`src/rtl/instr_fetch_unit.sv`:
```
// ---------------------------------------------------------------------------
// instr_fetch_unit
//
// Decoupled instruction-fetch front end for the RV32I core. Owns the fetch
// PC, issues word requests to instruction memory over req/gnt/rvalid, and
// buffers returned instructions with their PCs in a DEPTH-entry FIFO that
// feeds decode one instruction per cycle. A redirect from execute flushes
// the FIFO and squashes every response still in flight.
//
// Parameters
//   DEPTH     FIFO entries (power of two, 2..16); also caps buffered plus
//             in-flight fetches.
//   RESET_PC  fetch PC after reset.
//
// Ports
//   clk, reset_n        clock; asynchronous active-low reset
//   imem_req/imem_addr  fetch request and word-aligned byte address
//   imem_gnt            memory accepts the request this cycle
//   imem_rvalid/rdata   in-order response for the oldest granted request
//   redirect_valid/pc   flush and restart fetch at redirect_pc (bits [1:0]
//                       forced to 0)
//   inst_valid/data/pc  FIFO head toward decode
//   inst_ready          decode consumes the head this cycle
//
// Build option
//   IFU_PERF_EN  when defined, adds perf_fetched (FIFO pushes) and
//                perf_squashed (discarded responses) 32-bit counters.
//
// Handshakes: a request transfers only on a cycle with imem_req & imem_gnt;
// req/addr are not sticky and may change freely while gnt is low. The decode
// port transfers on inst_valid & inst_ready; inst_valid/data/pc are driven
// purely from registered state, so they never depend on inst_ready.
// ---------------------------------------------------------------------------
module instr_fetch_unit #(
    parameter int unsigned DEPTH    = 4,
    parameter logic [31:0] RESET_PC = 32'h0000_0000
) (
    input  logic        clk,
    input  logic        reset_n,
    output logic        imem_req,
    output logic [31:0] imem_addr,
    input  logic        imem_gnt,
    input  logic        imem_rvalid,
    input  logic [31:0] imem_rdata,
    input  logic        redirect_valid,
    input  logic [31:0] redirect_pc,
    output logic        inst_valid,
    output logic [31:0] inst_data,
    output logic [31:0] inst_pc,
    input  logic        inst_ready
`ifdef IFU_PERF_EN
    ,
    output logic [31:0] perf_fetched,
    output logic [31:0] perf_squashed
`endif
);

    localparam int unsigned PW = $clog2(DEPTH);
    localparam int unsigned CW = $clog2(DEPTH + 1);
    localparam logic [CW:0] DEPTH_C = (CW + 1)'(DEPTH);

    // Registered state
    logic [31:0]   fetch_pc_q, fetch_pc_d;
    logic [CW-1:0] count_q, count_d;
    logic [CW-1:0] outstanding_q, outstanding_d;
    logic [CW-1:0] discard_q, discard_d;
    logic [PW-1:0] fifo_wptr_q, fifo_wptr_d;
    logic [PW-1:0] fifo_rptr_q, fifo_rptr_d;
    logic [PW-1:0] pend_wptr_q, pend_wptr_d;
    logic [PW-1:0] pend_rptr_q, pend_rptr_d;
    logic [31:0]   fifo_pc_q   [DEPTH];
    logic [31:0]   fifo_pc_d   [DEPTH];
    logic [31:0]   fifo_data_q [DEPTH];
    logic [31:0]   fifo_data_d [DEPTH];
    logic [31:0]   pend_pc_q   [DEPTH];
    logic [31:0]   pend_pc_d   [DEPTH];

    // Per-cycle events
    logic [CW:0] occupancy;
    logic        transfer;
    logic        rsp_accept;   // response consumed (kept or dropped)
    logic        rsp_drop;
    logic        rsp_keep;
    logic        pop;

    // The two low redirect bits are deliberately ignored.
    logic unused_redirect_lsb;
    assign unused_redirect_lsb = ^redirect_pc[1:0];

    // Issue and event decode
    always_comb begin
        occupancy  = {1'b0, count_q} + {1'b0, outstanding_q};
        imem_req   = reset_n && !redirect_valid && (occupancy < DEPTH_C);
        imem_addr  = fetch_pc_q;
        transfer   = imem_req && imem_gnt;
        // rvalid with nothing outstanding is a protocol error and is ignored.
        rsp_accept = imem_rvalid && (outstanding_q != '0);
        // A response landing in the redirect cycle belongs to the old stream.
        rsp_drop   = rsp_accept && ((discard_q != '0) || redirect_valid);
        rsp_keep   = rsp_accept && !rsp_drop;
        pop        = inst_valid && inst_ready && !redirect_valid;
    end

    // Head of FIFO toward decode
    always_comb begin
        inst_valid = (count_q != '0);
        inst_data  = fifo_data_q[fifo_rptr_q];
        inst_pc    = fifo_pc_q[fifo_rptr_q];
    end

    // Next-state logic
    always_comb begin
        fetch_pc_d    = fetch_pc_q;
        outstanding_d = outstanding_q + CW'(transfer) - CW'(rsp_accept);
        discard_d     = discard_q;
        count_d       = count_q;
        fifo_wptr_d   = fifo_wptr_q;
        fifo_rptr_d   = fifo_rptr_q;
        fifo_pc_d     = fifo_pc_q;
        fifo_data_d   = fifo_data_q;
        pend_wptr_d   = pend_wptr_q;
        pend_rptr_d   = pend_rptr_q;
        pend_pc_d     = pend_pc_q;

        if (redirect_valid) begin
            fetch_pc_d = {redirect_pc[31:2], 2'b00};
        end else if (transfer) begin
            fetch_pc_d = fetch_pc_q + 32'd4;
        end

        // Everything still outstanding after this cycle's accounting is stale.
        if (redirect_valid) begin
            discard_d = outstanding_d;
        end else if (rsp_accept && (discard_q != '0)) begin
            discard_d = discard_q - CW'(1);
        end

        // The pending-PC queue tracks every outstanding request, including
        // squashed ones, so it drains through the discard path as well.
        if (transfer) begin
            pend_pc_d[pend_wptr_q] = fetch_pc_q;
            pend_wptr_d            = pend_wptr_q + PW'(1);
        end
        if (rsp_accept) begin
            pend_rptr_d = pend_rptr_q + PW'(1);
        end

        if (redirect_valid) begin
            count_d     = '0;
            fifo_wptr_d = '0;
            fifo_rptr_d = '0;
        end else begin
            if (rsp_keep) begin
                fifo_pc_d[fifo_wptr_q]   = pend_pc_q[pend_rptr_q];
                fifo_data_d[fifo_wptr_q] = imem_rdata;
                fifo_wptr_d              = fifo_wptr_q + PW'(1);
            end
            if (pop) begin
                fifo_rptr_d = fifo_rptr_q + PW'(1);
            end
            count_d = count_q + CW'(rsp_keep) - CW'(pop);
        end
    end

    always_ff @(posedge clk or negedge reset_n) begin
        if (!reset_n) begin
            fetch_pc_q    <= RESET_PC;
            count_q       <= '0;
            outstanding_q <= '0;
            discard_q     <= '0;
            fifo_wptr_q   <= '0;
            fifo_rptr_q   <= '0;
            pend_wptr_q   <= '0;
            pend_rptr_q   <= '0;
            fifo_pc_q     <= '{default: '0};
            fifo_data_q   <= '{default: '0};
            pend_pc_q     <= '{default: '0};
        end else begin
            fetch_pc_q    <= fetch_pc_d;
            count_q       <= count_d;
            outstanding_q <= outstanding_d;
            discard_q     <= discard_d;
            fifo_wptr_q   <= fifo_wptr_d;
            fifo_rptr_q   <= fifo_rptr_d;
            pend_wptr_q   <= pend_wptr_d;
            pend_rptr_q   <= pend_rptr_d;
            fifo_pc_q     <= fifo_pc_d;
            fifo_data_q   <= fifo_data_d;
            pend_pc_q     <= pend_pc_d;
        end
    end

`ifdef IFU_PERF_EN
    logic [31:0] perf_fetched_q, perf_fetched_d;
    logic [31:0] perf_squashed_q, perf_squashed_d;

    always_comb begin
        perf_fetched_d  = perf_fetched_q + 32'(rsp_keep);
        perf_squashed_d = perf_squashed_q + 32'(rsp_drop);
    end

    always_ff @(posedge clk or negedge reset_n) begin
        if (!reset_n) begin
            perf_fetched_q  <= '0;
            perf_squashed_q <= '0;
        end else begin
            perf_fetched_q  <= perf_fetched_d;
            perf_squashed_q <= perf_squashed_d;
        end
    end

    assign perf_fetched  = perf_fetched_q;
    assign perf_squashed = perf_squashed_q;
`endif

`ifndef SYNTHESIS
    a_rvalid_needs_outstanding : assert property (
        @(posedge clk) disable iff (!reset_n)
        imem_rvalid |-> (outstanding_q != '0)
    ) else $error("imem_rvalid with no outstanding request");
`endif

endmodule

```
`config.mk`:
```
export PLATFORM = sky130hd
export DESIGN_NAME = instr_fetch_unit
export DESIGN_NICKNAME = d
export VERILOG_FILES = /design/src/rtl/instr_fetch_unit.sv
export SDC_FILE = /design/constraint.sdc
export NUM_CORES = 1
export LEC_CHECK = 0
export ABC_AREA = 1
export CORE_MARGIN = 2
export CORE_UTILIZATION = 30
export DETAILED_ROUTE_END_ITERATION = 16
export PLACE_DENSITY = 0.55
export SYNTH_ARGS = -nofsm -noshare
export SYNTH_HDL_FRONTEND = slang
export SYNTH_SLANG_ARGS = --single-unit
```
`constraint.sdc`:
```
create_clock -name clk -period 7.5 [get_ports clk]
set_input_delay 1.5 -clock clk [delete_from_list [all_inputs] [get_ports clk]]
set_output_delay 1.5 -clock clk [all_outputs]
set_load 0.01 [all_outputs]
```
==> reports/metrics.yaml, run 1 <==
run_status:
  status: "completed"
drt:
  drtAntennaViolNets: 0
  dr.pass1.iters: 5
  drt_iter0_drc: 1166
  dr_total_vias: 15700
  wl_per_cell_um: 16.0
  routed_wl_um: 52400
  drc: 0
  vias_per_cell: 4.80
layout:
  utilization_pct: 36.0
  syn2layout_area_growth_pct: 18.7
  fin_cells: 3271
  nets: 2478
  antenna_cells: 0
  post_route_cells_drive_above_1_share_pct: 5.81
clocking:
  cts-root-buf: "clkbuf_16"
  post-cts-setup-buffers: 0
  holdBufCountCts: 0
  clk_pin_slew_worst_paths_ns: 0.06
  clkSinkCount: 415
  cts_resized: 0
  htreeDepth: 2
  cts_tree: "built"
  cts_made_buffers: 48
  worst_skew_pair.late_latency_ns: 0.59
  clockBufferDepth: 3
job:
  max_cap_viol_count: 0
die:
  die_area_mm2: 0.0659
  io_pins: 168
  chipWidth_um: 257
  die_h_um: 257
  rows: 92
  core_area_mm2: 0.0631
  start_util_pct: 30.4
grt:
  grt_util_all_layers_pct: 15.9
  antenna_found_initial: 0
  grt_pass1_vias: 15300
  grt_pass1_wl_um: 84600
  grt_max_degree: 92
  grt_overflow: 0
worst_setup_path:
  worstSetupEndpointType: "primary output"
  cp_top_family: "buffers and inverters"
  worstPathCellList: "clkinv_2, buf_4, o21ai_0, o22ai_1, clkdlybuf4s50_1"
  cp-start-kind: "flop"
  crit_type: "reg -> out"
  arrival_ns: 3.73
  worstPathRequired_ns: 6.00
  slowest_delay_ns: 0.82
  timing.critical_path.buf_inv: 3
  cp_max_fo: 85
  critical-path-slowest-cell: "buf_4"
timing:
  tns_ns: 0
  worst-slew-pin-transition_ns: 1.01
  whs_ns: 0.479
  setup_viol: 0
  min_period_ns: 5.23
  max_freq_ghz: 0.191
  slew_headroom_pct: 32.5
  finalMaxSlewViolations: 0
  rsz0062_at_grt: "no"
  hold_violations: 0
  fin_crit_sh_pct: 69.7
  clock_skew_ns: 0.0199
placement:
  placed_cells: 3185
  gp_congestion: 0.842
  port_buffers: 161
  dp_hpwl_um: 31600
synthesis:
  synthTopCellsByCount: "nand2_1, dfrtp_1, o21ai_0"
  ys_ff_latch: 415
  syn_inst: 2305
  synthFlopType: "dfrtp_1"
  ys_warn_count: 0
  ys_top_cells_by_area: "dfrtp_1, nand2_1, o21ai_0"
  yosysTopAreaCell: "dfrtp_1"
  syn_area_mm2: 0.0192
  synth_top_area_share_pct: 54.2
  synth_edf_count: 0
  yosys.cell_count.top_type: "nand2_1"
  ys_seq_area_share_pct: 54.2
  avgSynthCellArea_um2: 8.31
  synth_cell_types: 33
  synthArstFlopShare_pct: 100
power_and_ir_drop:
  power.total_mw: 8.76
  leakagePower_nw: 10.5
  peakVddDrop_mv: 0.145
  p_per_area_mw_per_mm2: 386
min_path:
  hp-class: "reg -> reg"
==> worst paths after layout <==
check	from	to	slack, ns	cells past startpoint
max in group asynchronous	reset_n	fifo_data_q[107]	3.68	4
min in group asynchronous	reset_n	imem_addr[5]	0.90	1
min reg2reg	fifo_pc_q[87]	fifo_pc_q[87]	0.48	2
max reg2reg	count_q[1]	discard_q[2]	4.47	15
min	fifo_pc_q[87]	fifo_pc_q[87]	0.48	2
max	fifo_rptr_q[0]	inst_pc[12]	2.27	5
==> layer usage <==
| metal | track usage, % | share of wire (%) | vias to the layer above |
|---|---|---|---|
| met5 | 0 | 0 | - |
| met4 | 3.92 | 1.8 | 0 |
| met3 | 2.58 | 6.0 | 63 |
| met2 | 25.7 | 46 | 473 |
| met1 | 22.1 | 46 | 7469 |
| li1 | - | - | 7711 |
==> per-stage QoR <==
stage	worst slack [ns]	area [µm²]
global route	2.05	22700
CTS	2.19	22700
detailed placement	2.82	21100
floorplan	3.88	19200
finish	2.27	22700
global placement	2.84	21100
==> flip-flops by register name (all words and copies together), names as in the netlist <==
register	cells
fifo_data_q	128
discard_q	3
fifo_rptr_q	2
fifo_pc_q	120
outstanding_q	3
fifo_wptr_q	2
imem_addr	30
pend_pc_q	120
pend_wptr_q	2
pend_rptr_q	2
count_q	3
==> kinds of logic (layout without fill, tap and decap cells) <==
kind of cell,after synthesis,in the layout,share of synthesized area (%)
DFF,415,415,54.2
xor gates and xnor gates,10,10,0.457
other,1,4,0.0196
adders and majority gates,19,19,1.32
AOI/OAI and AO/OA,580,580,15.6
buffers and inverters,262,379,6.91
and+or+nand+nor,1018,1018,21.5
==> report_power, final <==
group	switching [mW]	internal, mW
Sequential	0.405	2.91
Clock	0.934	1.42
Combinational	1.82	1.27
==> worst min-delay path, stage by stage, from the launching register on <==
cell	delay [ns]
dfrtp_1	0.34
nand2_1	0.05
o21ai_0	0.06
==> cell usage in the layout (no fill, tap or decap), drive strengths merged, types with 3 or more instances in the layout <==
master	count
clkdlybuf4s50	159
xor2	8
a21oi	6
inv	107
ha	17
dfrtp	415
clkinvlp	3
nand3	125
o22ai	62
nand2	709
conb	4
clkbuf	73
clkinv	11
nor2	180
buf	24
o21ai	512
==> final cells by class <==
type,instances,area [µm²]
clock buffers,73,1480
clock inverters,13,134
fillers,6557,40300
inverters,110,425
multi-input cells,1631,7450
flip-flops and latches,415,10400
well taps,846,1060
repair buffers,183,1790
Note: power is estimated with default switching activity, not from simulation.
==> inputs of run 2 (changes only) <==
PLACE_DENSITY = 0.57   (was 0.55)
clock period = 4.34 ns   (was 7.5 ns; I/O delays follow)
==> reports/metrics.yaml, run 2 (synthesis results as in run 1) <==
run_status:
  status: "completed"
clocking:
  holdBufCountCts: 0
  worst_skew_pair.late_latency_ns: 0.58
  cts_tree: "built"
  cts-root-buf: "clkbuf_16"
  clkSinkCount: 415
  clockBufferDepth: 3
  htreeDepth: 2
  cts_resized: 0
  clk_pin_slew_worst_paths_ns: 0.06
  cts_made_buffers: 48
  post-cts-setup-buffers: 0
die:
  die_area_mm2: 0.0659
  chipWidth_um: 257
  die_h_um: 257
  rows: 92
  core_area_mm2: 0.0631
  start_util_pct: 30.4
  io_pins: 168
grt:
  antenna_found_initial: 0
  grt_pass1_vias: 15400
  grt_overflow: 0
  grt_max_degree: 189
  grt_util_all_layers_pct: 15.7
  grt_pass1_wl_um: 84100
timing:
  max_freq_ghz: 0.260
  rsz0062_at_grt: "no"
  worst-slew-pin-transition_ns: 1.11
  min_period_ns: 3.84
  hold_violations: 0
  fin_crit_sh_pct: 88.5
  clock_skew_ns: 0.0158
  finalMaxSlewViolations: 0
  tns_ns: 0
  setup_viol: 0
  whs_ns: 0.143
  slew_headroom_pct: 26.3
layout:
  largest_register_ffs: 128
  largest_register: "fifo_data_q"
  layout_commonest_cell: "nand2_1"
  reg_top3: "fifo_data_q: 128 flops, fifo_pc_q: 120 flops, pend_pc_q: 120 flops"
  multiInputGateArea_mm2: 0.00745
  nets: 2489
  antenna_cells: 0
  num-fill-cells: 6567
  layout_common_cells: "nand2_1, dfrtp_1, o21ai_0, nor2_1, o21ai_1"
  post_route_cells_drive_above_1_share_pct: 6.15
  register_area_mm2: 0.0104
  syn2layout_area_growth_pct: 19.7
drt:
  routed_wl_um: 51800
  drc: 0
  drt_iter0_drc: 1254
  dr.pass1.iters: 7
  dr_total_vias: 15900
  drtAntennaViolNets: 0
  vias_per_cell: 4.83
  wl_per_cell_um: 15.8
min_path:
  hp-class: "in -> async"
power_and_ir_drop:
  internal-power_mw: 9.69
  swShare_pct: 36.3
  p_per_area_mw_per_mm2: 664
  combPwrFrac_pct: 36.0
  power_switching_mw: 5.53
  clkPwrFrac_pct: 26.7
  peakVddDrop_mv: 0.340
  power.share.sequential_pct: 37.3
  leakagePower_nw: 10.6
worst_setup_path:
  cp-start-kind: "flop"
  cp-startpoint: "fifo_rptr_q[0]"
  crit_end: "inst_data[27]"
  r2r_end: "discard_q[2]"
  timing.rr.start: "count_q[1]"
  worstSetupEndpointType: "primary output"
  cp_max_fo: 31
  worstPathRequired_ns: 3.47
  crit_type: "reg -> out"
  rr_worst_depth: 15
  reg2reg_setup_slack_ns: 1.72
  arrival_ns: 2.97
placement:
  port_buffers: 161
  dp_hpwl_um: 32200
  gp_congestion: 0.833
job:
  max_cap_viol_count: 0
run 2: cell types whose count changed in the layout (fill, tap and decap cells not counted), moves of 2 or more:
cell / before / now
clkbuf_1: 9 / 12
clkinv_2: 9 / 16
bufinv_16: 2 / 4
buf_12: 1 / 11
clkbuf_8: 14 / 5
run 2: worst min path at each step:
stage	to	from	cells after the start	slack, ns
2_1_floorplan	discard_q[2]	discard_q[2]	2	0.44
3_3_place_gp	fifo_pc_q[51]	fifo_pc_q[51]	2	0.46
3_5_place_dp	fifo_pc_q[45]	fifo_pc_q[45]	2	0.47
4_1_cts	imem_addr[4]	reset_n	1	0.12
5_1_grt	imem_addr[4]	reset_n	1	0.13
6_report	imem_addr[4]	reset_n	1	0.14
run 2: worst max-delay path, stage by stage, from the launching register on:
cell and delay (ns):
dfrtp_4 0.49, clkinv_2 0.25, buf_4 0.42, buf_4 0.32
o21ai_0 0.11, o22ai_1 0.19, clkdlybuf4s50_1 0.58
run 2: area by class of cell:
| class | count | share of cell area [%] |
|---|---|---|
| sequential | 415 | 45.3 |
| timing repair buffer | 194 | 8.74 |
| clock buffer | 67 | 5.96 |
| multi-input combinational | 1631 | 32.5 |
| tap | 846 | 4.62 |
| clock inverter | 21 | 0.966 |
| inverter | 110 | 1.86 |
run 2: power by group through the flow:
stage	Sequential (mW)	Clock (mW)	Combinational (mW)
global placement	5.69	0	5.43
floorplan	5.59	0	3.26
CTS	5.67	4.19	5.56
global route	5.83	4.35	6.17
finish	5.68	4.07	5.47
detailed placement	5.73	0	5.54
run 2: layer usage:
layer  up-vias  global-route usage, %  share of wire, %  wire [µm]
met5         -                      0                 0          0
met4         0                   3.36               1.6        833
met3        59                   3.22               6.2       3200
met2       460                   24.6                45      23200
met1      7605                   22.3                48      24600
li1       7741                      -                 -          -
run 2: stage by stage:
step	cells	setup slack [ns]	area [µm²]	utilization, %	power (mW)
detailed placement	3196	0.891	21300	33.8	11.3
global placement	3196	0.859	21300	33.8	11.1
CTS	3284	0.465	22900	36.3	15.4
finish	3284	0.499	22900	36.3	15.2
floorplan	2308	1.35	19200	-	8.85
global route	3284	0.332	22900	36.3	16.3
